--- config.mk ---
export PLATFORM = sky130hd
export DESIGN_NAME = rabbit_serial_rx
export DESIGN_NICKNAME = d
export VERILOG_FILES = /design/src/rtl/rabbit_rx_pkg.sv /design/src/rtl/sync_edge_det.sv /design/src/rtl/rabbit_serial_rx.sv
export SDC_FILE = /design/constraint.sdc
export NUM_CORES = 1
export LEC_CHECK = 0
export CORE_MARGIN = 1
export CORE_UTILIZATION = 50
export DETAILED_ROUTE_END_ITERATION = 10
export GPL_TIMING_DRIVEN = 0
export PLACE_DENSITY = 0.86
export SYNTH_ARGS = -nofsm -noshare
export SYNTH_HDL_FRONTEND = slang
export SYNTH_SLANG_ARGS = --single-unit
--- constraint.sdc ---
create_clock -name ten_MHz_ext -period 1.75 [get_ports ten_MHz_ext]
set_input_delay 0.175 -clock ten_MHz_ext [delete_from_list [all_inputs] [get_ports ten_MHz_ext]]
set_output_delay 0.175 -clock ten_MHz_ext [all_outputs]
set_load 0.1 [all_outputs]
--- src/rtl/rabbit_rx_pkg.sv ---
// rabbit_rx_pkg: shared defaults and FSM state type for the Rabbit serial receiver.
package rabbit_rx_pkg;
  localparam int FRAME_BITS_DEF   = 184;
  localparam int IDLE_TIMEOUT_DEF = 10000;

  typedef enum logic [1:0] {IDLE, SHIFT, DONE} rx_state_e;
endpackage

--- src/rtl/sync_edge_det.sv ---
// sync_edge_det: 2-FF synchroniser for an async pin plus rising-edge detect.
// Ports:
//   i_clk    clock
//   i_rst_n  synchronous active-low reset
//   i_async  asynchronous input pin
//   o_rise   1-cycle pulse on a synchronised rising edge (2 clk after the pin)
module sync_edge_det (
  input  logic i_clk,
  input  logic i_rst_n,
  input  logic i_async,
  output logic o_rise
);
  logic [1:0] r_sync;
  logic       r_sync_d;

  always_ff @(posedge i_clk) begin
    if (!i_rst_n) begin
      r_sync   <= '0;
      r_sync_d <= 1'b0;
    end else begin
      r_sync   <= {r_sync[0], i_async};
      r_sync_d <= r_sync[1];
    end
  end

  assign o_rise = r_sync[1] & ~r_sync_d;
endmodule

--- src/rtl/rabbit_serial_rx.sv ---
// rabbit_serial_rx: deserialises the bit-banged Rabbit stream (SCLK/SDIO) into one
// FRAME_BITS-wide DDS programming word, handed over with valid/ready.
// Optional feature macro: RX_PARITY_EN (adds a trailing even-parity bit per frame).
// Ports:
//   ten_MHz_ext  sole clock          rst_n       sync reset, active-low
//   sclk_in      Rabbit serial clock sdio_in     Rabbit serial data
//   frame_data   completed word, [0] = first bit received
//   frame_valid  unconsumed word held frame_ready consumer accepts
//   busy         partial frame in progress
//   short_err    1-cycle pulse, partial frame aborted by idle timeout
//   overrun      sticky, a finished frame was dropped because the old word was held
//   parity_err   1-cycle pulse on parity mismatch (0 without RX_PARITY_EN)
module rabbit_serial_rx
  import rabbit_rx_pkg::*;
#(
  parameter int FRAME_BITS   = FRAME_BITS_DEF,
  parameter int IDLE_TIMEOUT = IDLE_TIMEOUT_DEF
) (
  input  logic                  ten_MHz_ext,
  input  logic                  rst_n,
  input  logic                  sclk_in,
  input  logic                  sdio_in,
  output logic [0:FRAME_BITS-1] frame_data,
  output logic                  frame_valid,
  input  logic                  frame_ready,
  output logic                  busy,
  output logic                  short_err,
  output logic                  overrun,
  output logic                  parity_err
);
`ifdef RX_PARITY_EN
  localparam bit PAR_EN = 1'b1;
`else
  localparam bit PAR_EN = 1'b0;
`endif
  localparam int NBITS = FRAME_BITS + int'(PAR_EN);
  localparam int CW    = $clog2(FRAME_BITS + 2);
  localparam int TW    = $clog2(IDLE_TIMEOUT + 1);
  localparam logic [CW-1:0] C_FB   = CW'(FRAME_BITS);
  localparam logic [CW-1:0] C_NB   = CW'(NBITS);
  localparam logic [CW-1:0] C_LAST = CW'(NBITS - 1);
  localparam logic [TW-1:0] T_LAST = TW'(IDLE_TIMEOUT - 1);

  rx_state_e             r_state;
  logic [0:FRAME_BITS-1] r_shift;
  logic [0:FRAME_BITS-1] r_frame_data;
  logic [CW-1:0]         r_cnt;
  logic [TW-1:0]         r_tcnt;
  logic                  r_valid, r_short, r_ovr, r_perr;
  logic                  r_par;        // running XOR over every received bit
  logic [1:0]            r_sdio_sync;  // same depth as the SCLK path keeps data aligned
  logic                  w_rise, w_sdio, w_par_bad;

  sync_edge_det u_sclk_sync (
    .i_clk   (ten_MHz_ext),
    .i_rst_n (rst_n),
    .i_async (sclk_in),
    .o_rise  (w_rise)
  );

  assign w_sdio = r_sdio_sync[1];
  // Even parity over payload+parity bit must XOR to 0.
  assign w_par_bad = PAR_EN & r_par;

  always_ff @(posedge ten_MHz_ext) begin
    if (!rst_n) begin
      r_sdio_sync  <= '0;
      r_state      <= IDLE;
      r_shift      <= '0;
      r_frame_data <= '0;
      r_cnt        <= '0;
      r_tcnt       <= '0;
      r_par        <= 1'b0;
      r_valid      <= 1'b0;
      r_short      <= 1'b0;
      r_ovr        <= 1'b0;
      r_perr       <= 1'b0;
    end else begin
      r_sdio_sync <= {r_sdio_sync[0], sdio_in};
      r_short     <= 1'b0;
      r_perr      <= 1'b0;
      if (r_valid && frame_ready) r_valid <= 1'b0;

      case (r_state)
        SHIFT: begin
          if (w_rise) begin
            r_tcnt <= '0;
            r_par  <= r_par ^ w_sdio;
            if (r_cnt < C_FB) r_shift[r_cnt] <= w_sdio;  // parity bit is not stored
            if (r_cnt < C_NB) r_cnt <= r_cnt + CW'(1);
            if (r_cnt == C_LAST) r_state <= DONE;
          end else if (r_tcnt == T_LAST) begin
            r_short <= 1'b1;
            r_tcnt  <= '0;
            r_state <= IDLE;
          end else begin
            r_tcnt <= r_tcnt + TW'(1);
          end
        end
        DONE: begin
          if (w_par_bad) begin
            r_perr <= 1'b1;
          end else if (!r_valid || frame_ready) begin
            // Accept of the old word and load of the new one may share this edge.
            r_frame_data <= r_shift;
            r_valid      <= 1'b1;
          end else begin
            r_ovr <= 1'b1;
          end
          // An edge here is the first bit of the next frame.
          if (w_rise) begin
            r_shift[0] <= w_sdio;
            r_cnt      <= CW'(1);
            r_par      <= w_sdio;
            r_tcnt     <= '0;
            r_state    <= SHIFT;
          end else begin
            r_state <= IDLE;
          end
        end
        default: begin
          if (w_rise) begin
            r_shift[0] <= w_sdio;
            r_cnt      <= CW'(1);
            r_par      <= w_sdio;
            r_tcnt     <= '0;
            r_state    <= SHIFT;
          end
        end
      endcase
    end
  end

  assign frame_data  = r_frame_data;
  assign frame_valid = r_valid;
  assign busy        = (r_state == SHIFT);
  assign short_err   = r_short;
  assign overrun     = r_ovr;
  assign parity_err  = r_perr;
endmodule

After elaboration in Yosys (flattened, before gate mapping):

Index checks and enable logic that the tools add are counted.

* output and inout bits: 189
* word-level logic and storage cells: 67
* input port bits: 5
* flip-flop bits (word level): 400

* add/sub/neg operators: 2
* muxes and demuxes: 25
* reductions and logical operators: 12
* bitwise logic cells: 6
* equal/unequal tests: 7
* order comparisons: 3

Operators by type and width (number)
* $mux 184: 2
* $bwmux 184: 1
* $mux 14: 4
* $mux 8: 4
* $add 14x1->14 const B: 1
* $eq 14x14->1 const B: 1
* $ge 9x9->1 const B: 1
* $lt 9x1->1 const B: 1
* $not 8->9: 1
* $add 8x1->8 const B: 1
* $demux 1 s8: 1
* $eq 8x8->1 const B: 1
* $lt 8x8->1 const B: 1
* $mux 1: 8
* $mux 2: 4
* $reduce_and 2->1: 3
* $reduce_and 3->1: 2
* $not 1->1: 4
* $pmux 2 s2: 1
* $ne 3x1->1 const B: 1
* $ne 3x3->1 const B: 1
* $reduce_bool 3->1: 1
* $reduce_or 3->1: 1
* $eq 2x1->1 const B: 1
* 7 further kinds: 8

Logic depth before layout (Yosys ltp):

* depth in word-level cells: 9
* mapped depth: 9
* gate-level depth less buffers: 6

Cells and area by module:

Synthesis repeated with hierarchy kept, for this count alone.

* cells, all modules: 1905
* area total of the unflattened synthesis: 15239.6 sq um

Modules (own cells, without submodules)
* rabbit_serial_rx: cells each 1898, sequential area each 7947.6 sq um, times used 1, area each 15147.0 sq um
* sync_edge_det: cells each 7, sequential area each 60.1 sq um, times used 1, area each 92.6 sq um

Worst setup path after synthesis:

OpenSTA, ideal clock, no wires.

* path type: register -> register
* start point: register r_state[1]
* end point: register r_shift[178] (netlist name)
* path slack: -0.928 ns
* arrival time: 2.544 ns
* required time: 1.617 ns
* stages on the path, launching flop included: 10
* setup time: 0.133 ns
* period minus slack after synthesis: 2.678 ns
* buffers on the path: 3
* cell sequence: dfxtp_1 > inv_1 > ha_1 > buf_4 > nand3b_1 > or4_1 > buf_2 > buf_6 > o211ai_2 > o31ai_2

* longest elaborated chain between the ends: 2

Ends and longest elaborated chain
* start, declared: RTL line rabbit_serial_rx.sv:44 `rx_state_e r_state;`
* start signal, assigned: RTL line rabbit_serial_rx.sv:68 `r_state <= IDLE;`
* start signal, assigned: RTL line rabbit_serial_rx.sv:91 `if (r_cnt == C_LAST) r_state <= DONE;`
* start signal, assigned: RTL line rabbit_serial_rx.sv:95 `r_state <= IDLE;`
* $eq 2x1->1
* net busy: RTL line rabbit_serial_rx.sv:26 `output logic busy,`
* $reduce_and 3->1 (no source line)
* end signal, assigned by index: RTL line rabbit_serial_rx.sv:89 `if (r_cnt < C_FB) r_shift[r_cnt] <= w_sdio;`
* end, declared: RTL line rabbit_serial_rx.sv:45 `logic [0:FRAME_BITS-1] r_shift;`

The timed path passes the listed nets, and every way through them passes these cells.
A chain may end at the register's enable or synchronous reset.

Worst setup path in the final report:

* start point: register r_state[1]
* end point: register r_shift[176] (netlist name)

* longest elaborated chain between the ends: 2

Ends and longest elaborated chain
* $eq 2x1->1: RTL line rabbit_serial_rx.sv:84 `case (r_state)`
* $reduce_and 3->1 (no source line)

Every way passes these cells.

==> results.json <==
{
  "grt_usage": 0.327,
  "drc": 0,
  "grt_pass1_wl_microns": 78600,
  "crit_path_end_kind": "register",
  "max_slew_margin": 0.496,
  "path_delay_family": "simple AND/OR/NAND/NOR gates",
  "detailed_place_hpwl_microns": 34400,
  "die_w_microns": 176,
  "yosys_warnings": 0,
  "path_clk_slew_ns": 0.06,
  "drive_gt1_frac": 0.268,
  "ctsHtreeMaxLevel": 2,
  "synth_nets": 1792,
  "io_pins": 194,
  "post-route-min-period_ns": 2.04,
  "ys.flop_type": "dfxtp_1",
  "critical-path-slowest-cell": "or4_4",
  "final_common_cell": "dfxtp_1",
  "period_share": 1.16,
  "synth-edff-count": 0,
  "ctsLongestPathBuffers": 3,
  "finalWorstSetupSlack_ns": -0.285,
  "critPathArrivalTime_ns": 2.46,
  "die_area_sq_um": 31000,
  "start_kind": "register",
  "clock_skew_ns": 0.0358,
  "coreArea_sq_um": 29700,
  "gp_congestion": 0.919,
  "routed_wl_microns": 53400,
  "status": "complete, but fails checks",
  "synth.distinct_cells": 59,
  "port-buffer-count": 192,
  "cp_max_fo": 7,
  "max_freq_mhz": 491,
  "antenna_found_initial": 1,
  "n_antenna_cell": 0,
  "wl_per_cell_microns": 21.6,
  "async_reset_ff_frac": 0,
  "p_per_area_nw_per_um2": 913,
  "chipHeight_microns": 176,
  "tns_ns": -18.05,
  "cts_tree": "done",
  "critPathRequiredTime_ns": 2.17,
  "cp_num_buf_inv": 3,
  "num-fill-cells": 2070,
  "ys_seq_area_frac": 0.528,
  "cts_buffers": 40,
  "drt_iter0_markers": 1774,
  "most-common-layout-cells": "dfxtp_1, nand2_1, a21oi_1, clkdlybuf4s15_2, o211ai_1",
  "worstHoldPathType": "in -> reg",
  "numClockSinks": 400,
  "firstDrtPassIters": 8,
  "vias": 15400,
  "slowest_delay_ns": 0.68,
  "hold_viol": 0,
  "synth.avg_cell_area_sq_um": 8.51,
  "grt_pass1_vias": 14500,
  "nNetsFinal": 2065,
  "area_growth_pct": 36.6,
  "rsz0062_at_grt": "yes",
  "whs_ns": 0.243,
  "synthCells": 1780,
  "ctsHoldBuffers": 0,
  "clk_latency_ns": 0.55,
  "cp_cell_sequence": "inv_2 -> ha_4 -> buf_6 -> nand3b_1 -> or4_4 -> buf_12 -> o211ai_4 -> o31ai_2",
  "yosys_register_bits": 400,
  "slew_viol_final": 0,
  "setup_viol": 154,
  "num_rows": 63,
  "cap_violations": 0,
  "violations": "negative setup slack",
  "initial_core_util": 0.510,
  "grt_max_degree": 16,
  "drtAntennaViolNets": 0,
  "peakVddDrop_mv": 0.731,
  "detail_route.vias_per_cell": 6.24,
  "gr-total-overflow": 0,
  "clockRootBuffer": "clkbuf_16",
  "worst_slew_pin_slew_ns": 0.756,
  "criticalPathCategory": "reg -> reg",
  "synth_area_sq_um": 15200,
  "cellLeakagePower_nw": 6.80
}
## synth_stat cells, types with 5 or more instances
library cell	count	area (sq um)
o31ai_1	97	728
nor3_2	5	50.1
o211ai_1	104	781
and3_1	8	50.1
xor2_1	5	43.8
nor3_1	5	25.0
o31ai_2	7	87.6
and2_1	18	113
nor2b_1	7	43.8
inv_1	8	30.0
nand3_1	98	490
buf_1	15	56.3
nand2_1	398	1490
buf_2	18	90.1
dfxtp_1	400	8010
o21ai_0	78	390
clkbuf_1	135	507
nand4_1	12	75.1
ha_1	7	87.6
o21ai_1	7	35.0
a31oi_1	9	56.3
nor2_1	12	45.0
a21oi_1	270	1350
## final timing paths
| kind | from | to | slack [ns] | cells past startpoint |
|---|---|---|---|---|
| min reg2reg | r_shift[36]$_SDFFE_PN0P_ | frame_data[36]$_SDFFE_PN0P_ | 0.45 | 2 |
| min | sclk_in | u_sclk_sync.r_sync[0]$_SDFF_PN0_ | 0.24 | 2 |
| max | r_state[1]$_SDFFE_PN0P_ | r_shift[176]$_SDFFE_PN0P_ | -0.29 | 8 |
| max reg2reg | r_state[1]$_SDFFE_PN0P_ | r_shift[176]$_SDFFE_PN0P_ | -0.29 | 8 |
## metal layers
| metal | up-vias | global-route usage | part of all wire |
|---|---|---|---|
| met5 | - | 0 | 0 |
| met4 | 0 | 0.179 | 0.054 |
| met3 | 237 | 0.0754 | 0.11 |
| met2 | 1071 | 0.521 | 0.46 |
| met1 | 7276 | 0.409 | 0.38 |
| li1 | 6847 | - | - |
## final cells by class
class	instances	area (sq um)	area share
sequential	400	8030	0.388
multi-input combinational	1199	7120	0.344
timing repair buffer	240	2590	0.125
clock buffer	63	1230	0.0594
buffer	163	1090	0.0527
tap	390	488	0.0236
clock inverter	9	115	0.00556
inverter	9	46.3	0.00224
## power by group
part | leakage, nW | switching [mW] | internal [mW]
Clock | 0.659 | 3.60 | 5.14
Combinational | 2.91 | 0.658 | 0.357
Sequential | 3.23 | 0.0322 | 9.13
## metrics by stage
step	total power, mW	utilization	worst slack (ns)	cell area (sq um)	instances
after detailed placement	10.1	0.599	-1.15	17800	2362
after CTS	18.8	0.684	-0.212	20300	2458
after global placement	10.1	0.599	-1.17	17800	2362
final	18.9	0.697	-0.285	20700	2473
after global routing	19.3	0.697	-0.306	20700	2473
after floorplan	9.89	-	-0.360	15400	1780
## cells by family after synthesis
group | after synthesis | synth area share
compound gates | 595 | 0.242
simple gates | 587 | 0.170
flops | 400 | 0.528
buf+inv | 181 | 0.0476
fa+ha+maj | 7 | 0.00578
xor+xnor | 5 | 0.00289
mux | 4 | 0.00264
other cells | 1 | 0.000247
## flip-flops by register name (all words and copies together), names as in the netlist
signal                cells
r_shift                 184
r_sdio_sync               2
u_sclk_sync.r_sync        2
r_tcnt                   14
r_cnt                     8
frame_valid               1
frame_data              184
u_sclk_sync.r_sync_d      1
overrun                   1
r_state                   2
short_err                 1
## repair_timing
action,4_1_cts,5_1_grt
buffers inserted,27,17
gates resized for setup,824,104
pin swaps,46,27
gates cloned,5,0
endpoints found under the setup margin,563,376
No activity file was read; power rests on OpenSTA's default activity.
